--- config.mk ---
export PLATFORM = sky130hd
export DESIGN_NAME = multiport_regfile
export DESIGN_NICKNAME = d
export VERILOG_FILES = /design/src/rtl/regfile_pkg.sv /design/src/rtl/rf_clear_ctrl.sv /design/src/rtl/multiport_regfile.sv
export SDC_FILE = /design/constraint.sdc
export NUM_CORES = 1
export LEC_CHECK = 0
export ABC_CLOCK_PERIOD_IN_PS = 3800
export BUFFER_PORTS_ARGS = -buffer_cell sky130_fd_sc_hd__buf_2
export CAP_MARGIN = 10
export CELL_PAD_IN_SITES_DETAIL_PLACEMENT = 1
export CELL_PAD_IN_SITES_GLOBAL_PLACEMENT = 1
export CORE_ASPECT_RATIO = 0.9
export CORE_MARGIN = 1.5
export CORE_UTILIZATION = 53
export DETAILED_ROUTE_END_ITERATION = 6
export MAX_ROUTING_LAYER = met4
export PLACE_DENSITY_LB_ADDON = 0.1
export SYNTH_ARGS = -nofsm -noshare
export SYNTH_HDL_FRONTEND = slang
export SYNTH_SLANG_ARGS = --single-unit
--- constraint.sdc ---
create_clock -name clk -period 3.8 [get_ports clk]
set_input_delay 0.57 -clock clk [delete_from_list [all_inputs] [get_ports clk]]
set_output_delay 0.57 -clock clk [all_outputs]
set_load 0.01 [all_outputs]
--- src/rtl/regfile_pkg.sv ---
// Shared types and helpers for the multiport register file.
// Used by multiport_regfile and rf_clear_ctrl.
package regfile_pkg;

  typedef enum logic {
    RF_CLEAR = 1'b0,
    RF_RUN   = 1'b1
  } rf_state_t;

  function automatic logic addr_in_range(
    input int addr,
    input int depth
  );
    return addr < depth;
  endfunction

endpackage

--- src/rtl/rf_clear_ctrl.sv ---
// Clear sequencer: walks every entry to zero after reset,
// then raises ready and hands the array to the user ports.
module rf_clear_ctrl
  import regfile_pkg::*;
#(
  parameter int DEPTH  = 8,
  parameter int ADDR_W = $clog2(DEPTH)
) (
  input  logic              clk,
  input  logic              rst,
  output logic              clr_we,
  output logic [ADDR_W-1:0] clr_addr,
  output rf_state_t         state,
  output logic              ready
);

  localparam logic [ADDR_W-1:0] LAST = ADDR_W'(DEPTH - 1);

  rf_state_t         r_state;
  rf_state_t         w_state_nxt;
  logic [ADDR_W-1:0] r_ptr;
  logic [ADDR_W-1:0] w_ptr_nxt;
  logic              r_ready;
  logic              w_ready_nxt;

  always_ff @(posedge clk) begin
    if (rst) begin
      r_state <= RF_CLEAR;
      r_ptr   <= '0;
      r_ready <= 1'b0;
    end else begin
      r_state <= w_state_nxt;
      r_ptr   <= w_ptr_nxt;
      r_ready <= w_ready_nxt;
    end
  end

  // The array is left alone on reset edges; only the sweep clears it.
  always_comb begin
    w_state_nxt = r_state;
    w_ptr_nxt   = r_ptr;
    w_ready_nxt = r_ready;
    clr_we      = 1'b0;
    unique case (r_state)
      RF_CLEAR: begin
        clr_we    = !rst;
        w_ptr_nxt = r_ptr + ADDR_W'(1);
        if (r_ptr == LAST) begin
          w_state_nxt = RF_RUN;
          w_ready_nxt = 1'b1;
          w_ptr_nxt   = '0;
        end
      end
      RF_RUN: begin
        w_state_nxt = RF_RUN;
      end
      default: begin
        w_state_nxt = RF_CLEAR;
      end
    endcase
  end

  assign clr_addr = r_ptr;
  assign state    = r_state;
  assign ready    = r_ready;

endmodule

--- src/rtl/multiport_regfile.sv ---
// GPR store: one write port, NUM_RD registered read ports with
// write-first bypass. REGFILE_ZERO_REG_EN hardwires entry 0 to zero.
module multiport_regfile
  import regfile_pkg::*;
#(
  parameter int DATA_WIDTH = 8,
  parameter int DEPTH      = 8,
  parameter int NUM_RD     = 2,
  localparam int ADDR_W    = $clog2(DEPTH)
) (
  input  logic                               clk,
  input  logic                               rst,
  input  logic                               we,
  input  logic [ADDR_W-1:0]                  wr_addr,
  input  logic [DATA_WIDTH-1:0]              wr_data,
  input  logic [NUM_RD-1:0]                  rd_en,
  input  logic [NUM_RD-1:0][ADDR_W-1:0]      rd_addr,
  output logic [NUM_RD-1:0][DATA_WIDTH-1:0]  rd_data,
  output logic                               ready
);

`ifdef REGFILE_ZERO_REG_EN
  localparam bit ZERO_REG = 1'b1;
`else
  localparam bit ZERO_REG = 1'b0;
`endif

  logic                                w_clr_we;
  logic [ADDR_W-1:0]                   w_clr_addr;
  rf_state_t                           w_state;
  logic                                w_wr_ok;
  logic                                w_we;
  logic [ADDR_W-1:0]                   w_waddr;
  logic [DATA_WIDTH-1:0]               w_wdata;
  logic [NUM_RD-1:0][DATA_WIDTH-1:0]   w_rd_nxt;
  logic [NUM_RD-1:0][DATA_WIDTH-1:0]   r_rd;
  logic [DATA_WIDTH-1:0]               r_gpr [DEPTH];

  rf_clear_ctrl #(
    .DEPTH  (DEPTH),
    .ADDR_W (ADDR_W)
  ) u_clr (
    .clk      (clk),
    .rst      (rst),
    .clr_we   (w_clr_we),
    .clr_addr (w_clr_addr),
    .state    (w_state),
    .ready    (ready)
  );

  assign w_wr_ok = we && !rst && (w_state == RF_RUN)
                && addr_in_range(32'(wr_addr), DEPTH)
                && !(ZERO_REG && (wr_addr == '0));

  assign w_we    = w_clr_we || w_wr_ok;
  assign w_waddr = w_clr_we ? w_clr_addr : wr_addr;
  assign w_wdata = w_clr_we ? '0 : wr_data;

  // No reset on the array so it can map onto RAM primitives.
  always_ff @(posedge clk) begin
    if (w_we) begin
      r_gpr[w_waddr] <= w_wdata;
    end
  end

  always_comb begin
    w_rd_nxt = r_rd;
    for (int i = 0; i < NUM_RD; i++) begin
      if (rd_en[i]) begin
        w_rd_nxt[i] = '0;
        if (addr_in_range(32'(rd_addr[i]), DEPTH)
            && !(ZERO_REG && (rd_addr[i] == '0))) begin
          if (w_wr_ok && (rd_addr[i] == wr_addr)) begin
            w_rd_nxt[i] = wr_data;
          end else begin
            w_rd_nxt[i] = r_gpr[rd_addr[i]];
          end
        end
      end
    end
  end

  always_ff @(posedge clk) begin
    if (rst || (w_state == RF_CLEAR)) begin
      r_rd <= '0;
    end else begin
      r_rd <= w_rd_nxt;
    end
  end

  assign rd_data = r_rd;

endmodule

==> out/results.md <==
* **Final TNS setup** 0 ns
* **post-route worst setup slack** 1.04 ns
* **top area cells in the synthesized netlist** sky130_fd_sc_hd__edfxtp_1, sky130_fd_sc_hd__mux4_2, sky130_fd_sc_hd__dfxtp_1, sky130_fd_sc_hd__mux2i_1, sky130_fd_sc_hd__o221ai_2
* **commonest non-fill, non-tap cell in the layout** sky130_fd_sc_hd__edfxtp_1
* **Starting Density** 0.542
* **CTS tree** yes
* **leftover overflow at the end of global routing** 0
* **Routed Antenna Nets** 0
* **post-synthesis sequential element count** 85
* **maximum number of pins on one net before global-route repair** 18
* **count of buffers from port buffering** 38
* **mapped cell area** 0.00405 mm2
* **post-route minimum period** 2.76 ns
* **worst setup slack after placement** 0.938 ns
* **power density cells** 439 mW/mm2
* **area enclosed by the die boundary** 0.00817 mm2
* **Total Power** 1.99 mW
* **drt via density** 6.11
* **drt wl/cell** 24.1 um
* **mean instance size in the synthesized netlist** 15.2 um2
* **clock edge transition at the registers on the reported setup and hold paths** 0.09 ns
* **final hold slack** 0.478 ns
* **detailed-placement wirelength estimate** 6740 um
* **fin cells** 402
* **Period Utilization, post-route** 0.728
* **sequential cell area fraction in the yosys report** 0.579
* **Layout Utilization** 0.606
* **vias in the first global route** 2681
* **clock network latency to the later pin of the worst-skew pair** 0.35 ns
* **pin slew with the least headroom to its limit** 1.15 ns
* **leakage power** 1.64 nW
* **final max-slew violation count** 0
* **leading area contributor after synthesis** sky130_fd_sc_hd__edfxtp_1
* **Bufs on Longest Clock Path** 2
* **headroom to the max-slew limit** 0.229
* **Post-Place Cells** 386
* **clock sink total** 85
* **final RePlAce weighted congestion** 0.830
* **layout cells sized above 1** 0.317
* **instance area after placement** 0.00429 mm2
* **initial DRC count** 128
* **highest attainable clock frequency** 0.362 GHz
* **CP Capture Type** register
* **Synth-to-Final Area Change** 11.8%
* **final clock skew** 0.0120 ns
* **post-layout instance area** 0.00452 mm2
* **post-CTS resize count** 0
* **unique cell type count in the Yosys netlist** 33
* **final setup vio count** 0
* **count of antenna diodes in the layout** 0
* **Hold Path Class** reg -> reg
* **highest-count cells in the layout ignoring fill and taps** sky130_fd_sc_hd__edfxtp_1, sky130_fd_sc_hd__buf_2, sky130_fd_sc_hd__mux4_2, sky130_fd_sc_hd__nand2_1, sky130_fd_sc_hd__nor2_1
* **Crit Path Class** reg -> reg
* **1st-pass router iterations** 4
* **Worst EP required** 3.96 ns
* **max-capacitance violation count** 0
* **Cells after Synth** 266
* **initial antenna violation count** 0
* **total number of placement rows** 30
* **first-pass GRT wire length** 14900 um
* **Global Route Usage Sum** 0.272
* **synthesized netlist net count** 290
* **reg-to-reg slack, setup** 1.04 ns
* **sort of element at the start of the critical path** register
* **Filler Cells Inserted** 725
* **core region area** 0.00747 mm2
* **Hold Vio Cnt, Final** 0
* **Die Width** 95.1 um
* **total number of nets in the final design** 325
* **via total after detailed routing** 2457
* **root buffer cell** sky130_fd_sc_hd__clkbuf_8
* **setup repair after global routing missed its margin** no
* **post-cts hold buffer count** 0
* **peak ir drop on the vdd network** 0.274 mV
* **largest driver fanout on the critical path** 12
* **total CTS buffers** 9
* **Chip Height** 85.9 um
* **run status** finished, final reports clean
* **Ports** 39
* **total wire length after detailed routing** 9700 um
* **Yosys top cell area share** 0.475
* **count of H-tree levels built during CTS** 3
* **post-CTS setup buffers** 0
* **Yosys warning count** 0
* **DRC violations left** 0
* **worst endpoint data arrival time** 2.92 ns
[worst max-delay path, cell delays in order (launching register included)]
cell	delay, ns
sky130_fd_sc_hd__dfxtp_1	0.59
sky130_fd_sc_hd__or2_4	0.30
sky130_fd_sc_hd__mux2i_1	0.31
sky130_fd_sc_hd__xnor2_1	0.12
sky130_fd_sc_hd__o31ai_1	0.98
sky130_fd_sc_hd__o221ai_1	0.27
[layer usage]
| metal | GRT usage | vias to the layer above | part of all wire |
|---|---|---|---|
| li1 | - | 1114 | - |
| met4 | 0.0963 | 0 | 0.012 |
| met3 | 0.0514 | 10 | 0.049 |
| met1 | 0.359 | 1259 | 0.44 |
| met2 | 0.422 | 74 | 0.50 |
| met5 | - | - | 0 |
[kinds of logic after synthesis]
group	after synthesis	share of synthesized area
compound gates	29	0.0705
xor+xnor	8	0.0173
fa+ha+maj	2	0.00618
buf+inv	29	0.0334
flops	85	0.579
mux	49	0.223
simple gates	64	0.0708
[layout make-up]
class	instances	area, um2	area share
inverters	13	48.8	0.0108
multi-input cells	152	1570	0.347
flip-flops and latches	85	2340	0.518
clock inverters	6	110	0.0243
well taps	96	120	0.0265
repair buffers	40	205	0.0454
clock buffers	10	128	0.0282
[cells in the mapped netlist]
| cell type | count |
|---|---|
| sky130_fd_sc_hd__a21o_1 | 1 |
| sky130_fd_sc_hd__a21oi_1 | 4 |
| sky130_fd_sc_hd__a22oi_1 | 1 |
| sky130_fd_sc_hd__a31oi_1 | 4 |
| sky130_fd_sc_hd__and2_1 | 2 |
| sky130_fd_sc_hd__and3_1 | 1 |
| sky130_fd_sc_hd__buf_1 | 2 |
| sky130_fd_sc_hd__buf_2 | 3 |
| sky130_fd_sc_hd__buf_6 | 3 |
| sky130_fd_sc_hd__clkbuf_1 | 8 |
| sky130_fd_sc_hd__dfxtp_1 | 21 |
| sky130_fd_sc_hd__edfxtp_1 | 64 |
| sky130_fd_sc_hd__ha_1 | 2 |
| sky130_fd_sc_hd__inv_1 | 13 |
| sky130_fd_sc_hd__mux2i_1 | 16 |
| sky130_fd_sc_hd__mux2i_4 | 1 |
| sky130_fd_sc_hd__mux4_2 | 32 |
| sky130_fd_sc_hd__nand2_1 | 26 |
| sky130_fd_sc_hd__nand2b_1 | 2 |
| sky130_fd_sc_hd__nand3_1 | 1 |
| sky130_fd_sc_hd__nor2_1 | 23 |
| sky130_fd_sc_hd__nor2b_1 | 2 |
| sky130_fd_sc_hd__nor3_1 | 2 |
| sky130_fd_sc_hd__nor3b_1 | 2 |
| sky130_fd_sc_hd__o221ai_1 | 8 |
| sky130_fd_sc_hd__o221ai_2 | 8 |
| sky130_fd_sc_hd__o22ai_1 | 1 |
| sky130_fd_sc_hd__o31ai_1 | 1 |
| sky130_fd_sc_hd__o31ai_4 | 1 |
| sky130_fd_sc_hd__or2_4 | 1 |
| sky130_fd_sc_hd__or4b_1 | 2 |
| sky130_fd_sc_hd__xnor2_1 | 6 |
| sky130_fd_sc_hd__xor2_1 | 2 |
[where the power goes]
group,internal [mW],leakage (nW),switching (mW)
combinational,0.0807,0.767,0.110
sequential,1.02,0.761,0.0159
clock,0.437,0.115,0.319
total,1.54,1.64,0.445
[state kept, by name, summed over array words and instances, names as in the netlist]
name            cells
u_clr.clr_addr      3
r_gpr              64
u_clr.ready         1
u_clr.state         1
rd_data            16
[worst paths after layout]
path | startpoint | cells past startpoint | to
hold / removal | rd_data[12]$_SDFFE_PP0P_ | 2 | rd_data[12]$_SDFFE_PP0P_
setup reg to reg | u_clr.state$_SDFF_PP0_ | 5 | rd_data[2]$_SDFFE_PP0P_
setup / recovery | u_clr.state$_SDFF_PP0_ | 5 | rd_data[2]$_SDFFE_PP0P_
hold reg to reg | rd_data[12]$_SDFFE_PP0P_ | 2 | rd_data[12]$_SDFFE_PP0P_
Note: power is estimated with default switching activity, not from simulation.
